==> src/rtl/conv_pkg.sv <==
// ============================================================================
// Module   : conv_pkg
// Brief    : Shared widths and reader FSM state encoding for the conv block.
// Revision : 1.0 - initial release
// ============================================================================
`default_nettype none

package conv_pkg;

    localparam int DATA_WIDTH_MEM_Z = 16;
    localparam int ADDR_WIDTH_MEM_Z = 6;

    typedef enum logic [1:0] {
        IDLE  = 2'd0,
        READ  = 2'd1,
        DRAIN = 2'd2,
        DONE  = 2'd3
    } reader_state_t;

endpackage

`default_nettype wire

==> src/rtl/conv_result_reader_fifo2.sv <==
// ============================================================================
// Module   : fifo2
// Brief    : Two-entry FIFO with head-of-queue output and occupancy count.
// Revision : 1.0 - initial release
// ============================================================================
`default_nettype none

module fifo2 #(
    parameter int WIDTH = 17
) (
    input  logic             clk,
    input  logic             rstn,
    input  logic             i_push,
    input  logic [WIDTH-1:0] i_push_data,
    input  logic             i_pop,
    output logic [WIDTH-1:0] o_head,
    output logic [1:0]       o_count
);

    logic [WIDTH-1:0] r_mem [2];
    logic             r_wr_ptr;
    logic             r_rd_ptr;
    logic [1:0]       r_count;

    // Callers only pop when non-empty and only push when a slot is reserved.
    always_ff @(posedge clk or negedge rstn) begin
        if (!rstn) begin
            r_mem[0] <= '0;
            r_mem[1] <= '0;
            r_wr_ptr <= 1'b0;
            r_rd_ptr <= 1'b0;
            r_count  <= 2'd0;
        end else begin
            if (i_push) begin
                r_mem[r_wr_ptr] <= i_push_data;
                r_wr_ptr        <= ~r_wr_ptr;
            end
            if (i_pop) begin
                r_rd_ptr <= ~r_rd_ptr;
            end
            case ({i_push, i_pop})
                2'b10:   r_count <= r_count + 2'd1;
                2'b01:   r_count <= r_count - 2'd1;
                default: r_count <= r_count;
            endcase
        end
    end

    assign o_head  = r_mem[r_rd_ptr];
    assign o_count = r_count;

endmodule

`default_nettype wire

==> src/rtl/conv_result_reader.sv <==
// ============================================================================
// Module   : conv_result_reader
// Brief    : Streams Z-memory convolution results out as a valid/ready stream.
// Revision : 1.0 - initial release
// ============================================================================
`default_nettype none

module conv_result_reader #(
    parameter int DATA_WIDTH_MEM_Z = conv_pkg::DATA_WIDTH_MEM_Z,
    parameter int ADDR_WIDTH_MEM_Z = conv_pkg::ADDR_WIDTH_MEM_Z
) (
    input  logic                        clk,
    input  logic                        rstn,
    input  logic                        start,
    input  logic [ADDR_WIDTH_MEM_Z-1:0] mem_size_Z,
    output logic [ADDR_WIDTH_MEM_Z-1:0] mem_addr_Z,
    output logic                        read_Z,
    input  logic [DATA_WIDTH_MEM_Z-1:0] mem_data_Z,
    output logic [DATA_WIDTH_MEM_Z-1:0] out_data,
    output logic                        out_valid,
    input  logic                        out_ready,
    output logic                        out_last,
    output logic                        busy,
    output logic                        done
);

    import conv_pkg::*;

    localparam int                        c_FIFO_W = DATA_WIDTH_MEM_Z + 1;
    localparam logic [ADDR_WIDTH_MEM_Z-1:0] c_ONE  = 1;

    reader_state_t               r_state;
    reader_state_t               w_next_state;
    logic [ADDR_WIDTH_MEM_Z-1:0] r_size;
    logic [ADDR_WIDTH_MEM_Z-1:0] r_rd_addr;
    logic                        r_inflight;
    logic                        r_inflight_last;

    logic [1:0]                  w_fifo_count;
    logic [c_FIFO_W-1:0]         w_fifo_head;
    logic                        w_valid;
    logic                        w_pop;
    logic                        w_read;
    logic                        w_last_rd;
    logic [2:0]                  w_occ;

    assign w_valid   = (w_fifo_count != 2'd0);
    assign w_pop     = w_valid & out_ready;
    assign w_last_rd = (r_rd_addr == (r_size - c_ONE));
    // Slots committed after this cycle: buffered + returning - leaving.
    assign w_occ     = 3'(w_fifo_count) + 3'(r_inflight) - 3'(w_pop);

    always_comb begin
        w_next_state = r_state;
        w_read       = 1'b0;
        case (r_state)
            IDLE: begin
                if (start) begin
                    w_next_state = READ;
                end
            end
            READ: begin
                if (r_size == '0) begin
                    w_next_state = DONE;
                end else begin
                    w_read = (w_occ < 3'd2);
                    if (w_read && w_last_rd) begin
                        w_next_state = DRAIN;
                    end
                end
            end
            DRAIN: begin
                // Leave as the final beat transfers so done lands right after it.
                if (!r_inflight &&
                    ((w_fifo_count == 2'd0) || ((w_fifo_count == 2'd1) && w_pop))) begin
                    w_next_state = DONE;
                end
            end
            DONE: begin
                w_next_state = IDLE;
            end
            default: begin
                w_next_state = IDLE;
            end
        endcase
    end

    always_ff @(posedge clk or negedge rstn) begin
        if (!rstn) begin
            r_state <= IDLE;
        end else begin
            r_state <= w_next_state;
        end
    end

    always_ff @(posedge clk or negedge rstn) begin
        if (!rstn) begin
            r_size          <= '0;
            r_rd_addr       <= '0;
            r_inflight      <= 1'b0;
            r_inflight_last <= 1'b0;
        end else begin
            if ((r_state == IDLE) && start) begin
                r_size    <= mem_size_Z;
                r_rd_addr <= '0;
            end else if (w_read) begin
                r_rd_addr <= r_rd_addr + c_ONE;
            end
            r_inflight      <= w_read;
            r_inflight_last <= w_read & w_last_rd;
        end
    end

    fifo2 #(
        .WIDTH (c_FIFO_W)
    ) u_fifo (
        .clk         (clk),
        .rstn        (rstn),
        .i_push      (r_inflight),
        .i_push_data ({r_inflight_last, mem_data_Z}),
        .i_pop       (w_pop),
        .o_head      (w_fifo_head),
        .o_count     (w_fifo_count)
    );

    assign mem_addr_Z = r_rd_addr;
    assign read_Z     = w_read;
    assign out_valid  = w_valid;
    assign out_data   = w_valid ? w_fifo_head[DATA_WIDTH_MEM_Z-1:0] : '0;
    assign out_last   = w_valid & w_fifo_head[DATA_WIDTH_MEM_Z];
    assign busy       = (r_state != IDLE);
    assign done       = (r_state == DONE);

endmodule

`default_nettype wire

==> config.mk <==
export PLATFORM = sky130hd
export DESIGN_NAME = conv_result_reader
export DESIGN_NICKNAME = d
export VERILOG_FILES = /design/src/rtl/conv_pkg.sv /design/src/rtl/conv_result_reader_fifo2.sv /design/src/rtl/conv_result_reader.sv
export SDC_FILE = /design/constraint.sdc
export NUM_CORES = 1
export LEC_CHECK = 0
export CELL_PAD_IN_SITES_DETAIL_PLACEMENT = 1
export CELL_PAD_IN_SITES_GLOBAL_PLACEMENT = 2
export CORE_MARGIN = 2
export CORE_UTILIZATION = 26
export DETAILED_ROUTE_END_ITERATION = 8
export PLACE_DENSITY_LB_ADDON = 0.2
export SYNTH_ARGS = -nofsm -noshare
export SYNTH_HDL_FRONTEND = slang
export SYNTH_SLANG_ARGS = --single-unit
==> constraint.sdc <==
create_clock -name clk -period 4.2 [get_ports clk]
set_input_delay 0.84 -clock clk [delete_from_list [all_inputs] [get_ports clk]]
set_output_delay 0.84 -clock clk [all_outputs]
set_load 0.01 [all_outputs]
# ---- Word-level counts from Yosys, hierarchy flattened
# Index checks and enable logic that the tools add are counted.
dict set report classes {
  addsub 6
  mul 0
  n_div 0
  order_cmp 4
  eq_ne 10
  shift 0
  n_mux 17
  bitwise_logic 7
  n_reduce_logical 15
}
# cell n
set op_table {}
lappend op_table {{2-to-1 mux 17 bit} 4}
lappend op_table {{bitwise mux 34 bit} 1}
lappend op_table {{demux 17 bit (select 1 bit)} 1}
lappend op_table {{2-to-1 mux 16 bit} 1}
lappend op_table {{2-to-1 mux 6 bit} 2}
lappend op_table {{2-to-1 mux 2 bit} 4}
lappend op_table {{one-hot mux 2 bit (4 select lines)} 1}
lappend op_table {{nonzero test 2 bit} 4}
lappend op_table {{adder 6 x 1 -> 6 bit (second input constant)} 1}
lappend op_table {{== test 2 x 1 -> 1 bit (second input constant)} 3}
lappend op_table {{== test 2 bit (second input constant)} 3}
lappend op_table {{== test 6 bit} 1}
lappend op_table {{zero test 6 bit} 1}
lappend op_table {{subtractor 6 x 1 -> 6 bit (second input constant)} 1}
lappend op_table {{logical AND 1 bit} 5}
lappend op_table {{>= comparator 2 bit (second input constant)} 2}
lappend op_table {{zero test 2 bit} 2}
lappend op_table {{!= test 2 bit (second input constant)} 2}
lappend op_table {{NOT 1 -> 2 bit} 2}
lappend op_table {{one-hot mux 2 bit (2 select lines)} 1}
lappend op_table {{adder 2 x 1 -> 3 bit} 1}
lappend op_table {{AND 1 bit} 3}
lappend op_table {{less-than comparator 3 x 2 -> 1 bit (second input constant)} 1}
lappend op_table {{!= test 3 bit (second input constant)} 1}
lappend op_table {{9 further kinds} 11}
dict set report word_totals {
  register_bits 54
  latch_bits 0
  ram_bits 0
  rom_bits 0
  in_bits 26
  output_inout_bits 27
  elab_cells 69
  n_memories 0
}

# ---- Longest topological paths before layout
dict set report logic_depth {
  ltp_word 8
  depth_mapped 13
  depth_no_buf 12
}

# ---- By module
# From an unflattened synthesis, not the netlist that was laid out.
dict set report unflattened {
  hier_cells 231
  hier_area_um2 2816.5
}
# module n_inst cells_per_inst area_each_um2 seq_area_each_um2
set modules_own_cells {}
lappend modules_own_cells {fifo2 1 103 1641.6 950.9}
lappend modules_own_cells {conv_result_reader 1 128 1174.9 400.4}

# ---- Least setup slack after synthesis
# No wires, ideal clock.
dict set report synth_path {
  kind {flip-flop to output port}
  from {register u_fifo.r_count[1], in the netlist u_fifo.o_count[1]}
  to {output port read_Z}
  t_arrival_ps 2531
  t_required_ps 3360
  setup_slack_ps 829
  path_stages_with_launch 11
  n_path_buf 1
  cell_sequence {dfrtp_1 -> inv_1 -> ha_1 -> buf_2 -> inv_1 -> nand2_1 -> xnor2_1 -> nand2b_1 -> fa_1 -> inv_2 -> a2111oi_4}
}
dict set report synth_via {
  elab_chain_len 6
  elab_cells_between_ends 7
  classes_between {2 x add/sub; 1 x order compare; 2 x mux; 1 x bitwise; 1 x reduce/logical}
}
# item line
set synth_lines {}
lappend synth_lines {{start, declared} conv_result_reader_fifo2.sv:23} ;# logic [1:0] r_count;
lappend synth_lines {{start signal, assigned} conv_result_reader_fifo2.sv:42} ;# 2'b10: r_count <= r_count + 2'd1;
lappend synth_lines {{start signal, assigned} conv_result_reader_fifo2.sv:43} ;# 2'b01: r_count <= r_count - 2'd1;
lappend synth_lines {{start signal, assigned} conv_result_reader_fifo2.sv:44} ;# default: r_count <= r_count;
lappend synth_lines {{nonzero test 2 bit} conv_result_reader.sv:47} ;# assign w_valid = (w_fifo_count != 2'd0);
lappend synth_lines {{net out_valid} conv_result_reader.sv:20} ;# output logic out_valid,
lappend synth_lines {{AND 1 bit} conv_result_reader.sv:48} ;# assign w_pop = w_valid & out_ready;
lappend synth_lines {{subtractor 3 x 1 -> 3 bit} conv_result_reader.sv:51} ;# assign w_occ = 3'(w_fifo_count) + 3'(r_inflight) - 3'(w_pop);
lappend synth_lines {{less-than comparator 3 x 2 -> 1 bit} conv_result_reader.sv:66} ;# w_read = (w_occ < 3'd2);
lappend synth_lines {{2-to-1 mux 1 bit} conv_result_reader.sv:63} ;# if (r_size == '0) begin
lappend synth_lines {{2-to-1 mux 1 bit} conv_result_reader.sv:56} ;# case (r_state)
lappend synth_lines {{end, declared} conv_result_reader.sv:17} ;# output logic read_Z,
# The timed path passes the listed nets, and every way through them passes these cells.

# ---- Worst setup path after layout
dict set report layout_path {
  from {input port out_ready}
  to {output port read_Z}
}
dict set report layout_via {
  elab_chain_len 5
}
# item line
set layout_lines {}
lappend layout_lines {{start, declared} conv_result_reader.sv:21} ;# input logic out_ready,
lappend layout_lines {{AND 1 bit} conv_result_reader.sv:48}
lappend layout_lines {{subtractor 3 x 1 -> 3 bit} conv_result_reader.sv:51}
lappend layout_lines {{less-than comparator 3 x 2 -> 1 bit} conv_result_reader.sv:66}
lappend layout_lines {{2-to-1 mux 1 bit} conv_result_reader.sv:63}
lappend layout_lines {{2-to-1 mux 1 bit} conv_result_reader.sv:56}
# No other way between the ends.

==> reports/qor.csv <==
stage,metric,value,unit
status,status,completed,
global_route,overflow,0,
setup_path,critical_path.endpoint,read_Z,
sta,period_needed,3.71,ns
logic_synthesis,yosysWarningCount,0,
placed_design,gp_congestion,0.727,
sta,slew_viol_final,0,
clocking,clk_pin_slew,0.10,ns
logic_synthesis,synthArstFlopShare,1.00,
logic_synthesis,synth_fp_nets,271,
sta,tightest_slew,0.981,ns
layout,drive_above_1_share,0.214,
floorplan,die_x,108,um
global_route,grt_max_degree,44,
logic_synthesis,ys_types,40,
placed_design,dp_hpwl,4.51,mm
logic_synthesis,synthFlopType,dfrtp_1,
floorplan,core,0.0104,mm2
drt,drt_first_pass_iters,4,
drt,wirelength,6.26,mm
placed_design,dp_cells,418,
setup_path,r2r_slack,1.03,ns
setup_path,reg2regPathDepth,12,
sta,slew_headroom,0.346,
setup_path,end_kind,output pin,
clocking,cts_buffer_depth,2,
power_and_ir_drop,p_leak,0.00156,uW
setup_path,cp.required,3.36,ns
setup_path,reg2reg_to,r_state[1],
power_and_ir_drop,finalPower,2840,uW
drt,first_iter_violations,36,
setup_path,crit_buf_inv,3,
hold_path,min_from,u_fifo.r_mem[14],
clocking,cts_tree,yes,
setup_path,cp_max_fo,2,
setup_path,critical_path_class,in -> out,
layout,finalNonFillerCells,426,
logic_synthesis,synth_edf_count,0,
clocking,cts_root_buf,clkbuf_8,
sta,period_share,0.882,
global_route,grt_pass1_vias,2024,
sta,skew,0.00998,ns
logic_synthesis,synth_area_per_cell,12.0,um2
global_route,antenna_found_initial,0,
clocking,ctsHoldBuffers,0,
sta,rsz0062_at_grt,no,
setup_path,worstPathArrival,2.87,ns
logic_synthesis,ys_seq_area_frac,0.481,
drt,vias_per_cell,4.48,
layout,final_cell_mix,"54 x dfrtp_1, 50 x clkdlybuf4s50_1, 38 x mux2_2, 29 x nor2_1, 18 x mux2i_1",
setup_path,cp_top_family,buffers and inverters,
setup_path,crit_start,out_ready,
floorplan,start_util,0.270,
floorplan,num_rows,37,
setup_path,cp.depth,8,
job,drv_cap,0,
drt,vias,1910,
layout,fill_cells,1161,
layout,antenna_cells,0,
floorplan,io_pins,53,
power_and_ir_drop,pwr_density_cell,785,mW/mm2
clocking,clk_latency,0.31,ns
clocking,clkSinkCount,54,
logic_synthesis,synthCells,235,
layout,final_common_cell,dfrtp_1,
layout,fin_nets,325,
clocking,post_cts_buffers,0,
placed_design,portBuffers,52,
drt,wl_per_cell,14.7,um
sta,worst_hold_slack,0.515,ns
clocking,cts_buffers,5,
clocking,cts.repair.resized,0,
setup_path,max_stage_delay,0.50,ns
logic_synthesis,synth_area,0.00281,mm2
sta,setup_violations,0,
sta,max_freq,270,MHz
global_route,grt_pass1_wl,10.5,mm
setup_path,cpMaxStageDelayCell,fa_1,
layout,areaGrowthSynthToFinish,28.6,%
drt,drcViolationCount,0,
logic_synthesis,synth.ff_latch_count,54,
global_route,grt_usage,0.117,
clocking,htree_levels,2,
sta,tns,0,ns
hold_path,worstHoldPathType,reg -> reg,
floorplan,die-area,0.0117,mm2
drt,antenna_left,0,
setup_path,path_cells,"clkdlybuf4s50_1, nand2_1, xnor2_1, nand2b_1, fa_1, inv_2, a2111oi_4, dlymetal6s2s_1",
sta,finalHoldViolCount,0,
floorplan,die-height,108,um
power_and_ir_drop,ir_worst_vdd,0.000254,V
setup_path,critPathLaunchType,input pin,
setup_path,rr_startpoint,u_fifo.o_count[1],
-- cell usage after synthesis, drive strengths merged (2+ instances only) --
| library cell | number | area (um2) |
|---|---|---|
| o21ai | 5 | 25.0 |
| nand4 | 2 | 12.5 |
| and3 | 3 | 20.0 |
| a21oi | 4 | 20.0 |
| xor2 | 8 | 77.6 |
| maj3 | 2 | 20.0 |
| dfrtp | 54 | 1350 |
| a21o | 2 | 16.3 |
| mux2i | 18 | 180 |
| nor3b | 2 | 26.3 |
| nor2 | 29 | 109 |
| nand3b | 2 | 15.0 |
| clkbuf | 3 | 11.3 |
| nand2b | 2 | 12.5 |
| nor3 | 4 | 20.0 |
| buf | 7 | 33.8 |
| xnor2 | 9 | 78.8 |
| mux2 | 39 | 439 |
| inv | 11 | 41.3 |
| ha | 9 | 113 |
| nand2 | 8 | 30.0 |
-- flip-flops by register name, indices dropped and copies added (netlist names) --
register / flops
mem_addr_Z: 6
r_inflight: 1
r_inflight_last: 1
r_size: 6
r_state: 2
u_fifo.o_count: 2
u_fifo.r_mem: 34
u_fifo.r_rd_ptr: 1
u_fifo.r_wr_ptr: 1
-- metal layers --
metal  up-vias  part of all wire  GRT usage
li1        908                 -          -
met2        39              0.50      0.202
met3         5             0.042     0.0247
met5         -                 0          0
met1       958              0.45      0.149
met4         0            0.0085     0.0275
-- layout make-up --
type	count	area [um2]	area share
multi-input cells	160	1370	0.380
flip-flops and latches	54	1350	0.374
repair buffers	57	556	0.154
well taps	136	170	0.0471
clock buffers	6	82.6	0.0229
inverters	11	41.3	0.0114
clock inverters	2	38.8	0.0107
-- kinds of logic (layout without fill, tap and decap cells) --
group           after synthesis  count (layout)  synth area share
xor+xnor                     17              17            0.0557
flops                        54              54             0.481
simple gates                 55              55            0.0993
buf+inv                      21              76            0.0307
fa+ha+maj                    12              12            0.0543
compound gates               19              19            0.0584
mux                          57              57             0.220
-- where the power goes --
| part | switching, uW | internal [uW] |
|---|---|---|
| registers | 194 | 756 |
| clock network | 183 | 197 |
| logic | 681 | 825 |
-- stage by stage --
stage,instance area (um2),worst slack (ns),utilization
after detailed placement,3490,0.0731,0.335
final,3610,0.495,0.347
after global routing,3610,0.387,0.347
after CTS,3610,0.0631,0.347
after floorplan,2810,0.829,-
after global placement,3490,0.0656,0.335
-- worst reg2reg max path, cell delays in order (launching register included) --
cell,delay [ns]
dfrtp_1,0.46
inv_1,0.11
ha_1,0.20
inv_1,0.07
nand2_1,0.08
xnor2_1,0.16
nand2b_1,0.17
fa_1,0.42
xor2_2,0.23
nor4_4,0.30
o211ai_2,0.17
a221oi_2,0.34
mux2_1,0.35
-- worst min path at each step --
| stage | to | cells past startpoint |
|---|---|---|
| global placement | u_fifo.r_mem[14] | 1 |
| finish | u_fifo.r_mem[14] | 1 |
| detailed placement | u_fifo.r_mem[14] | 1 |
| global route | u_fifo.r_mem[1] | 1 |
| floorplan | u_fifo.r_wr_ptr | 1 |
| CTS | u_fifo.r_mem[1] | 1 |
Note: power is estimated with default switching activity, not from simulation.
==> RTL change: new RTL, same settings <==
Reset style: synchronous (`rstn`), changed in 3 clocked blocks.
--- a/src/rtl/conv_result_reader_fifo2.sv
+++ b/src/rtl/conv_result_reader_fifo2.sv
@@ -24,5 +24,5 @@
 
     // Callers only pop when non-empty and only push when a slot is reserved.
-    always_ff @(posedge clk or negedge rstn) begin
+    always_ff @(posedge clk) begin
         if (!rstn) begin
             r_mem[0] <= '0;
--- a/src/rtl/conv_result_reader.sv
+++ b/src/rtl/conv_result_reader.sv
@@ -86,5 +86,5 @@
     end
 
-    always_ff @(posedge clk or negedge rstn) begin
+    always_ff @(posedge clk) begin
         if (!rstn) begin
             r_state <= IDLE;
@@ -94,5 +94,5 @@
     end
 
-    always_ff @(posedge clk or negedge rstn) begin
+    always_ff @(posedge clk) begin
         if (!rstn) begin
             r_size          <= '0;
Check against the original RTL: differs if rstn is asserted again (counterexample within 4 cycles, from zero or initial values and one cycle with rstn low); with rstn held inactive, the same outputs for 10 cycles.
==> RTL change against the original RTL <==
- power is 34% lower
- sequential cell count rose by 1
- combinational power decreased by 47%
- synthesized cell count increased by 7.2%
- register-to-register slack better by 0.48 ns
- sequential share of layout area rose by 3.4 points
- final area is 2.3% lower
- hold slack lost 0.00097 ns
- non-clock buffer count is 1 higher
- worst setup slack got worse by 0.26 ns
- area after synthesis fell by 2.6%
- routed wire length is 3.6% lower
- sequential power decreased by 25%
- core utilization is 0.33 points lower
- critical endpoint unchanged
- largest cell class is now sequential cells
==> RTL change: results (changes against the original RTL) <==
Setup Fix Bufs, Post-CTS: 0 (unchanged)
Clk_lat worst skew: 0.31 ns (about the same)
Global-route wire length before repair: 9.92 mm (was 10.5 mm)
Delay-heaviest family, CP: buffers and inverters (unchanged)
Max stage delay on crit path: 0.56 ns (was 0.50 ns)
Fraction of area in multi-input gates: 34.4% (was 38.0%)
Hold path startpoint: r_state[1]$_SDFFE_PN0P_ (was u_fifo.r_mem[14]$_DFFE_PN0P_)
Synth top cells by count: and2_1, edfxtp_1, nor2_1 (was dfrtp_1, mux2_2, nor2_1)
Critical R2R Capture: mem_addr_Z[4]$_SDFFE_PP0P_ (was r_state[1]$_DFFE_PN0P_)
Reg2Reg Setup Slack: 1.51 ns (was 1.03 ns)
Post-Synthesis Cells: 252 (was 235)
Register area share after synthesis: 52.7% (was 48.1%)
Final nets: 340 (was 325)
Leakage dissipation: 1.29 nW (was 1.56 nW)
Filler cell count: 1146 (was 1161)
Plain + repair buffers: 58 (was 57)
Ys async rst share: 0% (was 100%)
Largest reg by FF count: u_fifo.r_mem (unchanged)
Hold crit path type: reg2reg (unchanged)
Unique cell type count in the Yosys netlist: 33 (was 40)
Post-DP HPWL: 4.19 mm (was 4.51 mm)
# clk buffers: 5 (was 6)
DRT iter0 DRCs: 43 (was 36)
Multi-Input Combinational: 175 (was 160)
Worst-margin pin slew: 1.03 ns (was 0.981 ns)
Non-Clock Inverter Count: 9 (was 11)
Slowest CP cell: clkdlybuf4s50_1 (was fa_1)
Synth Flop Type: edfxtp_1 (was dfrtp_1)
Placed cell count: 433 (was 418)
Min Clock Period, post-route: 3.96 ns (was 3.71 ns)
DP Area: 0.00342 mm^2 (was 0.00349 mm^2)
EDFF count, synth: 34 (was 0)
Peak supply drop: 0.000270 V (was 0.000254 V)
Antenna violations before repair: 0 (unchanged)
Hold Path Sink: r_state[1]$_SDFFE_PN0P_ (was u_fifo.r_mem[14]$_DFFE_PN0P_)
Max FFs per register: 34 (unchanged)
Reg-to-Reg Start: u_fifo.o_count[1]$_SDFFE_PN0P_ (was u_fifo.o_count[1]$_DFFE_PN0P_)
Non-clock buffer share: 16.0% (was 15.4%)
Synth Net Count: 288 (was 271)
Via count of the routed design: 1884 (was 1910)
Hold Path Stages: 2 (was 1)
Clk cell area share: 3.01% (was 3.36%)
Worst hold slack: 0.514 ns (was 0.515 ns)
RD Place Congestion: 0.680 (was 0.727)
Overall global routing resource usage: 11.2% (was 11.7%)
Diodes inserted: 0 (unchanged)
Clock skew: 0.00924 ns (was 0.00998 ns)
Seq cells post-synth: 55 (was 54)
Vias in the first global route: 1987 (was 2024)
Via density: 4.28 (was 4.48)
Pre-CTS WS: 0.194 ns (was 0.0731 ns)
Fraction of area in registers: 40.8% (was 37.4%)
Share of cells above drive strength 1: 6.25% (was 21.4%)
Synth area leaders: edfxtp_1, dfxtp_1, and2_1 (was dfrtp_1, mux2_2, mux2i_1)
Final WL: 6.03 mm (was 6.26 mm)
Result of the run: finished, final reports clean (unchanged)
Final Core Density: 34.4% (was 34.7%)
Largest net degree at the start of global routing: 22 (was 44)
RTL change: power breakdown:
group          total (mW)  switching [mW]  internal [mW]
Sequential          0.710          0.0586          0.652
Clock               0.353           0.178          0.175
Combinational       0.801           0.408          0.393
RTL change: worst max-delay path by stage:
stage,endpoint,start
after detailed placement,read_Z,out_ready
after floorplan,read_Z,out_ready
after global placement,read_Z,out_ready
after global routing,read_Z,out_ready
final,read_Z,out_ready
after CTS,read_Z,out_ready
RTL change: cell families (layout without fill, tap and decap cells):
| group | after synthesis | after routing | synth area share [%] |
|---|---|---|---|
| mux | 21 | 21 | 7.68 |
| xor+xnor | 19 | 19 | 6.36 |
| compound gates | 15 | 15 | 3.75 |
| simple gates | 110 | 110 | 21.6 |
| flops | 55 | 55 | 52.7 |
| buf+inv | 22 | 74 | 3.11 |
| fa+ha+maj | 10 | 10 | 4.85 |
RTL change: layer usage:
metal  share of wire, %  global-route usage, %
met5                  0                      0
met4                1.1                   2.78
met3                4.3                   2.61
met2                 49                   19.7
met1                 46                   13.8
